File: src/rtl/mem_access.sv
// Memory-access stage: RV32I loads/stores over a word bus
// with valid/ready handshake; other instructions pass through.
package mem_access_pkg;

   typedef struct packed {
      logic lb, lh, lw, lbu, lhu;
      logic sb, sh, sw;
      logic alu;
   } instructions;

   typedef struct packed {
      logic [31:0] rs1;
      logic [31:0] rs2;
   } regvpair;

endpackage

module mem_access
   import mem_access_pkg::*;
(
   input  logic        clk,
   input  logic        rst,
   input  logic        enabled,
   output logic        completed,
   input  instructions instr,
   input  regvpair     register,
   input  logic [31:0] exec_result,
   output instructions instr_n,
   output regvpair     register_n,
   output logic [31:0] result,
   output logic        misaligned,
   output logic        mem_req,
   output logic        mem_we,
   output logic [31:0] mem_addr,
   output logic [31:0] mem_wdata,
   output logic [3:0]  mem_wstrb,
   input  logic        mem_ready,
   input  logic [31:0] mem_rdata
);

   typedef enum logic [1:0] {IDLE, ACCESS, DONE} state_t;

   state_t      state_q;
   logic [31:0] a_q;
   logic        completed_q;
   instructions instr_n_q;
   regvpair     register_n_q;
   logic [31:0] result_q;
   logic        misaligned_q;
   logic        mem_req_q;
   logic        mem_we_q;
   logic [31:0] mem_addr_q;
   logic [31:0] mem_wdata_q;
   logic [3:0]  mem_wstrb_q;

   logic [1:0]  off_d;
   logic        ld_d;
   logic        st_d;
   logic        mis_d;
   logic [31:0] wdata_d;
   logic [3:0]  wstrb_d;
   logic [31:0] lane_d;
   logic [31:0] ld_val_d;

   assign off_d = exec_result[1:0];
   assign ld_d  = instr.lb | instr.lh | instr.lw
                | instr.lbu | instr.lhu;
   assign st_d  = instr.sb | instr.sh | instr.sw;
   assign mis_d = ((instr.lh | instr.lhu | instr.sh) & off_d[0])
                | ((instr.lw | instr.sw) & (off_d != 2'b00));

   always_comb begin
      wdata_d = '0;
      wstrb_d = '0;
      unique case (1'b1)
         instr.sb: begin
            wdata_d = {4{register.rs2[7:0]}};
            wstrb_d = 4'b0001 << off_d;
         end
         instr.sh: begin
            wdata_d = {2{register.rs2[15:0]}};
            wstrb_d = 4'b0011 << {off_d[1], 1'b0};
         end
         instr.sw: begin
            wdata_d = register.rs2;
            wstrb_d = 4'b1111;
         end
         default: ;
      endcase
   end

   // Only aligned accesses reach ACCESS, so one shift serves all widths.
   assign lane_d = mem_rdata >> {a_q[1:0], 3'b000};

   always_comb begin
      ld_val_d = lane_d;
      unique case (1'b1)
         instr_n_q.lb:  ld_val_d = {{24{lane_d[7]}}, lane_d[7:0]};
         instr_n_q.lbu: ld_val_d = {24'b0, lane_d[7:0]};
         instr_n_q.lh:  ld_val_d = {{16{lane_d[15]}}, lane_d[15:0]};
         instr_n_q.lhu: ld_val_d = {16'b0, lane_d[15:0]};
         default: ;
      endcase
   end

   always_ff @(posedge clk) begin
      if (rst) begin
         state_q      <= IDLE;
         a_q          <= '0;
         completed_q  <= 1'b0;
         instr_n_q    <= '0;
         register_n_q <= '0;
         result_q     <= '0;
         misaligned_q <= 1'b0;
         mem_req_q    <= 1'b0;
         mem_we_q     <= 1'b0;
         mem_addr_q   <= '0;
         mem_wdata_q  <= '0;
         mem_wstrb_q  <= '0;
      end else begin
         completed_q <= 1'b0;
         unique case (state_q)
            IDLE: if (enabled) begin
               instr_n_q    <= instr;
               register_n_q <= register;
               a_q          <= exec_result;
               misaligned_q <= mis_d;
               if ((ld_d | st_d) && !mis_d) begin
                  state_q     <= ACCESS;
                  mem_req_q   <= 1'b1;
                  mem_we_q    <= st_d;
                  mem_addr_q  <= {exec_result[31:2], 2'b00};
                  mem_wdata_q <= wdata_d;
                  mem_wstrb_q <= wstrb_d;
               end else begin
                  state_q <= DONE;
               end
            end
            ACCESS: if (mem_ready) begin
               state_q     <= IDLE;
               mem_req_q   <= 1'b0;
               mem_we_q    <= 1'b0;
               mem_wstrb_q <= '0;
               completed_q <= 1'b1;
               result_q    <= mem_we_q ? a_q : ld_val_d;
            end
            DONE: begin
               state_q     <= IDLE;
               completed_q <= 1'b1;
               result_q    <= a_q;
            end
            default: state_q <= IDLE;
         endcase
      end
   end

   assign completed  = completed_q;
   assign instr_n    = instr_n_q;
   assign register_n = register_n_q;
   assign result     = result_q;
   assign misaligned = misaligned_q;
   assign mem_req    = mem_req_q;
   assign mem_we     = mem_we_q;
   assign mem_addr   = mem_addr_q;
   assign mem_wdata  = mem_wdata_q;
   assign mem_wstrb  = mem_wstrb_q;

endmodule
File: config.mk
export PLATFORM = sky130hd
export DESIGN_NAME = mem_access
export DESIGN_NICKNAME = d
export VERILOG_FILES = /design/src/rtl/mem_access.sv
export SDC_FILE = /design/constraint.sdc
export NUM_CORES = 1
export LEC_CHECK = 0
export BUFFER_PORTS_ARGS = -buffer_cell sky130_fd_sc_hd__buf_2
export CAP_MARGIN = 5
export CORE_UTILIZATION = 25
export CTS_CLUSTER_DIAMETER = 40
export CTS_CLUSTER_SIZE = 24
export DETAILED_ROUTE_END_ITERATION = 16
export PLACE_DENSITY = 0.42
export SYNTH_ARGS = -nofsm -noshare
export SYNTH_HDL_FRONTEND = slang
export SYNTH_SLANG_ARGS = --single-unit
File: constraint.sdc
create_clock -name clk -period 3.6 [get_ports clk]
set_input_delay 0.72 -clock clk [delete_from_list [all_inputs] [get_ports clk]]
set_output_delay 0.72 -clock clk [all_outputs]
set_load 0.05 [all_outputs]
# Yosys cells after proc, flatten, opt, wreduce, memory -nomap -nowiden

Index checks and enable logic that the tools add are counted.

Output and inout port bits: 177
Bits in writable memories: 0
Logic and storage cells: 76
Bits in latches: 0
Input bits: 141
Memories: 0
ROM bits: 0
Bits in registers: 209

Magnitude comparators: 0
Multiply operators: 0
Shift operators: 3
Equal/unequal tests: 5
Bitwise gates (word level): 13
Reduce and logical (&&, ||, !) cells: 11
Div/mod/pow operators: 0
Multiplexer cells: 23
Add/sub/neg operators: 0

Operators by type and width:

| cell                                                               | count |
|---|---|
| 32-bit one-hot mux with 4 select lines                             | 1 |
| 32-bit one-hot mux with 3 select lines                             | 1 |
| 32-bit 2-to-1 mux                                                  | 2 |
| 32-bit one-hot mux with 2 select lines                             | 1 |
| 32-bit by 5-bit >> shifter with 32-bit output                      | 1 |
| 4-bit 2-to-1 mux                                                   | 3 |
| 4-bit one-hot mux with 3 select lines                              | 1 |
| 1-bit OR                                                           | 11 |
| 4-bit one-hot mux with 2 select lines                              | 1 |
| 1-bit 2-to-1 mux                                                   | 6 |
| 2-bit 2-to-1 mux                                                   | 3 |
| 2-bit inequality test (second input constant)                      | 3 |
| 1-bit one-hot mux with 2 select lines                              | 3 |
| 2-bit AND reduction                                                | 3 |
| 2-bit nonzero test                                                 | 3 |
| 2-bit one-hot mux with 2 select lines                              | 1 |
| 4-bit AND reduction                                                | 1 |
| 1-bit by 2-bit left shift with 4-bit output (first input constant) | 1 |
| 2-bit by 2-bit left shift with 4-bit output (first input constant) | 1 |
| 3-bit AND reduction                                                | 1 |
| 1-bit bitwise AND                                                  | 2 |
| 2-bit by 1-bit == test with 1-bit output (second input constant)   | 1 |
| 2-bit == test (second input constant)                              | 1 |
| 2-bit logical NOT                                                  | 1 |
| 2 further kinds                                                    | 2 |

# Depth between registers and ports, before layout

Depth in word-level cells: 9
Mapped depth: 8
Mapped depth without buffers: 6

# Least setup slack after synthesis

Ideal clock, no wire load.

Path kind: input port to flip-flop
Start point: input instr[2] (netlist bit)
End point: register mem_wdata_q[1] (netlist: mem_wdata[1])
Setup time: 0.072 ns
Required time: 3.528 ns
Stages on the path: 8
Buffers on the path: 4
Setup slack: 1.185 ns
Data arrival time: 2.343 ns
Cell sequence: buf_2 or2_1 buf_2 o32a_1 buf_2 nor3_4 buf_4 mux2i_1

Word-level cells in the longest chain between the ends: 6
Elaborated cells on any way between the ends: 10
Those cells by class: mux (1); bitwise (6); reduce/logical (3)

RTL lines:

| element                              | RTL line | text |
|---|---|---|
| start, declared                      | 25       | `input instructions instr,` |
| 1-bit OR                             | 69       | `assign mis_d = ((instr.lh \| instr.lhu \| instr.sh) & off_d[0])` |
| 1-bit bitwise AND                    | 69       |  |
| 1-bit OR                             | 70       | `\| ((instr.lw \| instr.sw) & (off_d != 2'b00));` |
| 1-bit logical NOT                    | 128      | `if ((ld_d \| st_d) && !mis_d) begin` |
| 1-bit logical AND                    | 128      |  |
| 3-bit AND reduction (no source line) | --       |  |
| end signal, assigned                 | 133      | `mem_wdata_q <= wdata_d;` |
| end, declared                        | 53       | `logic [31:0] mem_wdata_q;` |

Parallel ways exist; a longest one is shown, timed or not.
A chain may end at the register's enable or synchronous reset.

# Worst setup path after layout

Start point: register a_q[1]
End point: register result_q[20] (netlist: result[20])

Word-level cells in the longest chain between the ends: 5

RTL lines:

| element                                       | RTL line | text |
|---|---|---|
| start, declared                               | 44       | `logic [31:0] a_q;` |
| start signal, assigned                        | 126      | `a_q <= exec_result;` |
| 32-bit by 5-bit >> shifter with 32-bit output | 93       | `assign lane_d = mem_rdata >> {a_q[1:0], 3'b000};` |
| 32-bit one-hot mux with 4 select lines        | 97       | `unique case (1'b1)` |
| 32-bit 2-to-1 mux                             | 145      | `result_q <= mem_we_q ? a_q : ld_val_d;` |
| 32-bit 2-to-1 mux                             | 139      | `ACCESS: if (mem_ready) begin` |
| 32-bit one-hot mux with 2 select lines        | 122      | `unique case (state_q)` |
| end signal, assigned                          | 145      |  |
| end signal, assigned                          | 150      | `result_q <= a_q;` |
| end, declared                                 | 48       | `logic [31:0] result_q;` |

No other way between the ends. The select of a mux whose other input is x is not followed.

==> report_table.html <==
<table>
<tr><th>Metric</th><th>Value</th></tr>
<tr><th colspan="2">Critical path</th></tr>
<tr><td>Arrival time worst endpoint</td><td>2.87 ns</td></tr>
<tr><td>Nature of the critical path endpoint</td><td>flip-flop</td></tr>
<tr><td>Startpoint-to-endpoint class of the critical path</td><td>reg2reg</td></tr>
<tr><td>Worst R2R Start</td><td>a_q[1]</td></tr>
<tr><td>Largest fanout of any net on the critical path</td><td>24</td></tr>
<tr><td>Startpoint type of the worst setup path</td><td>flip-flop</td></tr>
<tr><td>Endpoint required time on the critical path</td><td>4.00 ns</td></tr>
<tr><td>CP startpoint</td><td>a_q[1]</td></tr>
<tr><th colspan="2">Timing</th></tr>
<tr><td>Accumulated negative setup slack</td><td>0 ns</td></tr>
<tr><td>Slew Limit Fails</td><td>0</td></tr>
<tr><td>Setup repair after global routing missed its margin</td><td>no</td></tr>
<tr><td>Period Utilization, post-route</td><td>0.687</td></tr>
<tr><td>Number of setup violations in the final report</td><td>0</td></tr>
<tr><td>Hold Violations, Final</td><td>0</td></tr>
<tr><td>Relative slew slack</td><td>0.407</td></tr>
<tr><td>Post-route clock skew</td><td>0.0138 ns</td></tr>
<tr><td>Smallest hold slack</td><td>0.428 ns</td></tr>
<tr><td>Slew at the pin closest to its max-slew limit</td><td>0.890 ns</td></tr>
<tr><td>Shortest clock period the worst path allows after layout</td><td>2.47 ns</td></tr>
<tr><td>Maximum frequency from static timing analysis</td><td>404 MHz</td></tr>
<tr><th colspan="2">Flow run</th></tr>
<tr><td>Max Cap Viol</td><td>0</td></tr>
<tr><th colspan="2">Layout</th></tr>
<tr><td>Filler cell count</td><td>3708</td></tr>
<tr><td>Finished Core Util</td><td>0.357</td></tr>
<tr><td>Fraction of layout cells with a size suffix above 1</td><td>0.318</td></tr>
<tr><td>Synth-to-layout area growth</td><td>40.2%</td></tr>
<tr><td>Fin nets</td><td>1480</td></tr>
<tr><th colspan="2">Floorplanning</th></tr>
<tr><td>Core Region</td><td>34500 um^2</td></tr>
<tr><td>Chip Width</td><td>189 um</td></tr>
<tr><td>Initial cell density of the core</td><td>0.254</td></tr>
<tr><td>Y dimension of the die</td><td>189 um</td></tr>
<tr><td>Number of cell rows</td><td>68</td></tr>
<tr><td>Total I/O pin count</td><td>318</td></tr>
<tr><td>Die Footprint</td><td>35900 um^2</td></tr>
<tr><th colspan="2">Synthesis</th></tr>
<tr><td>Number of synthesized register bits</td><td>209</td></tr>
<tr><td>Main area contributors after synthesis</td><td>sky130_fd_sc_hd__dfxtp_1 (48%), sky130_fd_sc_hd__nand2_1 (11%), sky130_fd_sc_hd__a21oi_1 (8.9%), sky130_fd_sc_hd__clkbuf_1 (3.4%), sky130_fd_sc_hd__o31ai_1 (3.2%)</td></tr>
<tr><td>Count of mapped cells out of synthesis</td><td>1063</td></tr>
<tr><td>Syn. warnings</td><td>0</td></tr>
<tr><td>Number of distinct library cells after synthesis</td><td>54</td></tr>
<tr><td>Summed instance area of the synthesized netlist</td><td>8780 um^2</td></tr>
<tr><td>Mean instance size in the synthesized netlist</td><td>8.26 um^2</td></tr>
<tr><td>Sequential-to-total area share from yosys stat</td><td>0.476</td></tr>
<tr><td>Predominant post-synthesis flop cell</td><td>sky130_fd_sc_hd__dfxtp_1</td></tr>
<tr><td>Most frequent cell after synthesis</td><td>sky130_fd_sc_hd__nand2_1</td></tr>
<tr><td>Share of Yosys cell area claimed by the top area cell type</td><td>0.476</td></tr>
<tr><td>Asr flop ratio synth</td><td>0</td></tr>
<tr><td>Cell taking the most area after synthesis</td><td>sky130_fd_sc_hd__dfxtp_1</td></tr>
<tr><td>Count of flip-flops with a built-in enable after synthesis</td><td>0</td></tr>
<tr><td>Ranking of synthesized cells by instance count</td><td>sky130_fd_sc_hd__nand2_1 (249), sky130_fd_sc_hd__dfxtp_1 (209), sky130_fd_sc_hd__a21oi_1 (157)</td></tr>
<tr><th colspan="2">GRT</th></tr>
<tr><td>Total global routing track utilization</td><td>0.186</td></tr>
<tr><td>Largest net degree at the start of global routing</td><td>137</td></tr>
<tr><td>First-pass GRT wire length</td><td>51900 um</td></tr>
<tr><td>Overflow left after global routing</td><td>0</td></tr>
<tr><td>Vias in the first global route</td><td>8462</td></tr>
<tr><td>Initial antenna violation count</td><td>1</td></tr>
<tr><th colspan="2">Route</th></tr>
<tr><td>Via count</td><td>8905</td></tr>
<tr><td>Iteration count of the initial detailed-routing pass</td><td>5</td></tr>
<tr><td>Drc violations</td><td>0</td></tr>
<tr><td>Final ANT Viol Nets</td><td>0</td></tr>
<tr><td>Average via count per standard cell</td><td>4.88</td></tr>
<tr><td>Routed WL per cell</td><td>18.9 um</td></tr>
<tr><td>Routed WL</td><td>34400 um</td></tr>
<tr><td>DRT iter0 DRCs</td><td>654</td></tr>
<tr><th colspan="2">Power and ir drop</th></tr>
<tr><td>Peak VDD IR</td><td>0.000382 V</td></tr>
<tr><td>Power Dens Cells</td><td>687 nW/um^2</td></tr>
<tr><td>Total leakage power</td><td>5.21 nW</td></tr>
<tr><th colspan="2">Clocking</th></tr>
<tr><td>H-tree lvl count</td><td>2</td></tr>
<tr><td>Count of instances resized after the clock tree is built</td><td>0</td></tr>
<tr><td>Count of clock tree sinks</td><td>209</td></tr>
<tr><td>TritonCTS clock tree</td><td>done</td></tr>
<tr><td>Root cell of the clock tree</td><td>sky130_fd_sc_hd__clkbuf_16</td></tr>
<tr><td>Hold buffer count at CTS</td><td>0</td></tr>
<tr><td>Setup Buffers After CTS</td><td>0</td></tr>
<tr><td>Insertion delay to the later sink of the worst-skew pair</td><td>0.53 ns</td></tr>
<tr><td>Inserted Clock Buffers</td><td>45</td></tr>
<tr><td>Maximum clock insertion buffer count</td><td>3</td></tr>
<tr><td>Reg clk slew, reported paths</td><td>0.05 ns</td></tr>
<tr><th colspan="2">Place</th></tr>
<tr><td>HPWL after DPL</td><td>23600 um</td></tr>
<tr><td>Last weighted congestion value of the routability-driven placer</td><td>0.796</td></tr>
<tr><td>Quantity of I/O buffers inserted on ports</td><td>315</td></tr>
<tr><th colspan="2">Outcome</th></tr>
<tr><td>Result of the run</td><td>finished clean</td></tr>
<tr><th colspan="2">Hold path</th></tr>
<tr><td>Hold WC Path Type</td><td>in2reg</td></tr>
<tr><td>Min-Delay Startpoint</td><td>register[40]</td></tr>
</table>
==> cell type report <==
type                       instances  area, um^2  share of cell area
inverter                           7        26.3             0.00213
antenna                            1        2.50            0.000203
sequential                       209        4180               0.340
clock inverter                    27         419              0.0340
timing repair buffer             333        1740               0.142
tap                              455         569              0.0462
clock buffer                      53        1220              0.0988
multi-input combinational        740        4160               0.337
==> critical path, cell delays in order, from the launching register on <==
cell	delay [ns]
sky130_fd_sc_hd__dfxtp_1	0.68
sky130_fd_sc_hd__mux4_2	0.59
sky130_fd_sc_hd__a21o_1	0.44
sky130_fd_sc_hd__nor3_1	0.48
sky130_fd_sc_hd__o21ai_0	0.15
==> report_power, final <==
group	internal, mW	switching [mW]
combinational	0.366	1.05
clock	3.12	1.36
sequential	2.48	0.0922
total	5.96	2.50
==> state kept, by name, indices dropped and copies added (netlist names) <==
name,cells
a_q,32
completed,1
instr_n,9
mem_addr,30
mem_req,1
mem_wdata,32
mem_we,1
mem_wstrb,4
misaligned,1
register_n,64
result,32
state_q,2
==> stage by stage <==
stage / instances / power [mW] / cell area (um^2) / worst slack [ns]
floorplan: 1064 / 3.58 / 8790 / 1.19
global placement: 1744 / 4.03 / 10700 / 0.686
detailed placement: 1744 / 4.04 / 10700 / 0.685
CTS: 1824 / 8.58 / 12300 / 1.12
global route: 1825 / 8.81 / 12300 / 0.956
finish: 1825 / 8.46 / 12300 / 1.13
==> worst paths after layout <==
check / to / slack [ns] / depth (start not counted)
setup reg to reg: result[20] / 1.13 / 4
hold / removal: register_n[40] / 0.43 / 3
hold reg to reg: result[28] / 0.44 / 2
setup / recovery: result[20] / 1.13 / 4
==> cells in the final DEF (no fill, tap or decap), types with 4 or more instances in the layout <==
cell type | synthesis | routed
sky130_fd_sc_hd__buf_2 | 13 | 314
sky130_fd_sc_hd__nand2_1 | 249 | 248
sky130_fd_sc_hd__dfxtp_1 | 209 | 209
sky130_fd_sc_hd__a21oi_1 | 157 | 157
sky130_fd_sc_hd__o21ai_0 | 49 | 49
sky130_fd_sc_hd__clkbuf_16 | 0 | 46
sky130_fd_sc_hd__o31ai_1 | 38 | 38
sky130_fd_sc_hd__nand4_1 | 31 | 31
sky130_fd_sc_hd__a211oi_1 | 28 | 28
sky130_fd_sc_hd__mux2i_1 | 21 | 21
sky130_fd_sc_hd__nor2_1 | 20 | 20
sky130_fd_sc_hd__a31oi_1 | 20 | 20
sky130_fd_sc_hd__nor3_1 | 19 | 19
sky130_fd_sc_hd__buf_4 | 4 | 16
sky130_fd_sc_hd__o2bb2ai_1 | 11 | 11
sky130_fd_sc_hd__bufinv_16 | 0 | 10
sky130_fd_sc_hd__a311oi_1 | 9 | 9
sky130_fd_sc_hd__a22oi_1 | 9 | 9
sky130_fd_sc_hd__clkinv_2 | 0 | 9
sky130_fd_sc_hd__nand3b_1 | 8 | 8
sky130_fd_sc_hd__a222oi_1 | 8 | 8
sky130_fd_sc_hd__inv_1 | 7 | 7
sky130_fd_sc_hd__a22o_1 | 7 | 7
sky130_fd_sc_hd__mux2_2 | 6 | 6
sky130_fd_sc_hd__o211ai_1 | 5 | 5
sky130_fd_sc_hd__nand2b_1 | 4 | 4
sky130_fd_sc_hd__a32o_1 | 4 | 4
sky130_fd_sc_hd__clkbuf_8 | 0 | 4
==> cells by family after synthesis <==
kind of cell / count (synthesis) / share of synthesized area
compound gates: 358 / 0.254
simple gates: 349 / 0.177
flops: 209 / 0.476
buf+inv: 115 / 0.0536
mux: 28 / 0.0342
fa+ha+maj: 3 / 0.00427
other cells: 1 / 0.000427
==> layer usage <==
layer / share of wire / GRT usage / routed length, um / vias to the layer above
met4: 0.023 / 0.0642 / 809 / 0
met5: 0 / 0 / 0 / -
met3: 0.086 / 0.0576 / 2960 / 56
li1: - / - / - / 4374
met1: 0.46 / 0.252 / 15700 / 4147
met2: 0.43 / 0.276 / 14900 / 328
Power figures use the tool's default switching activity.
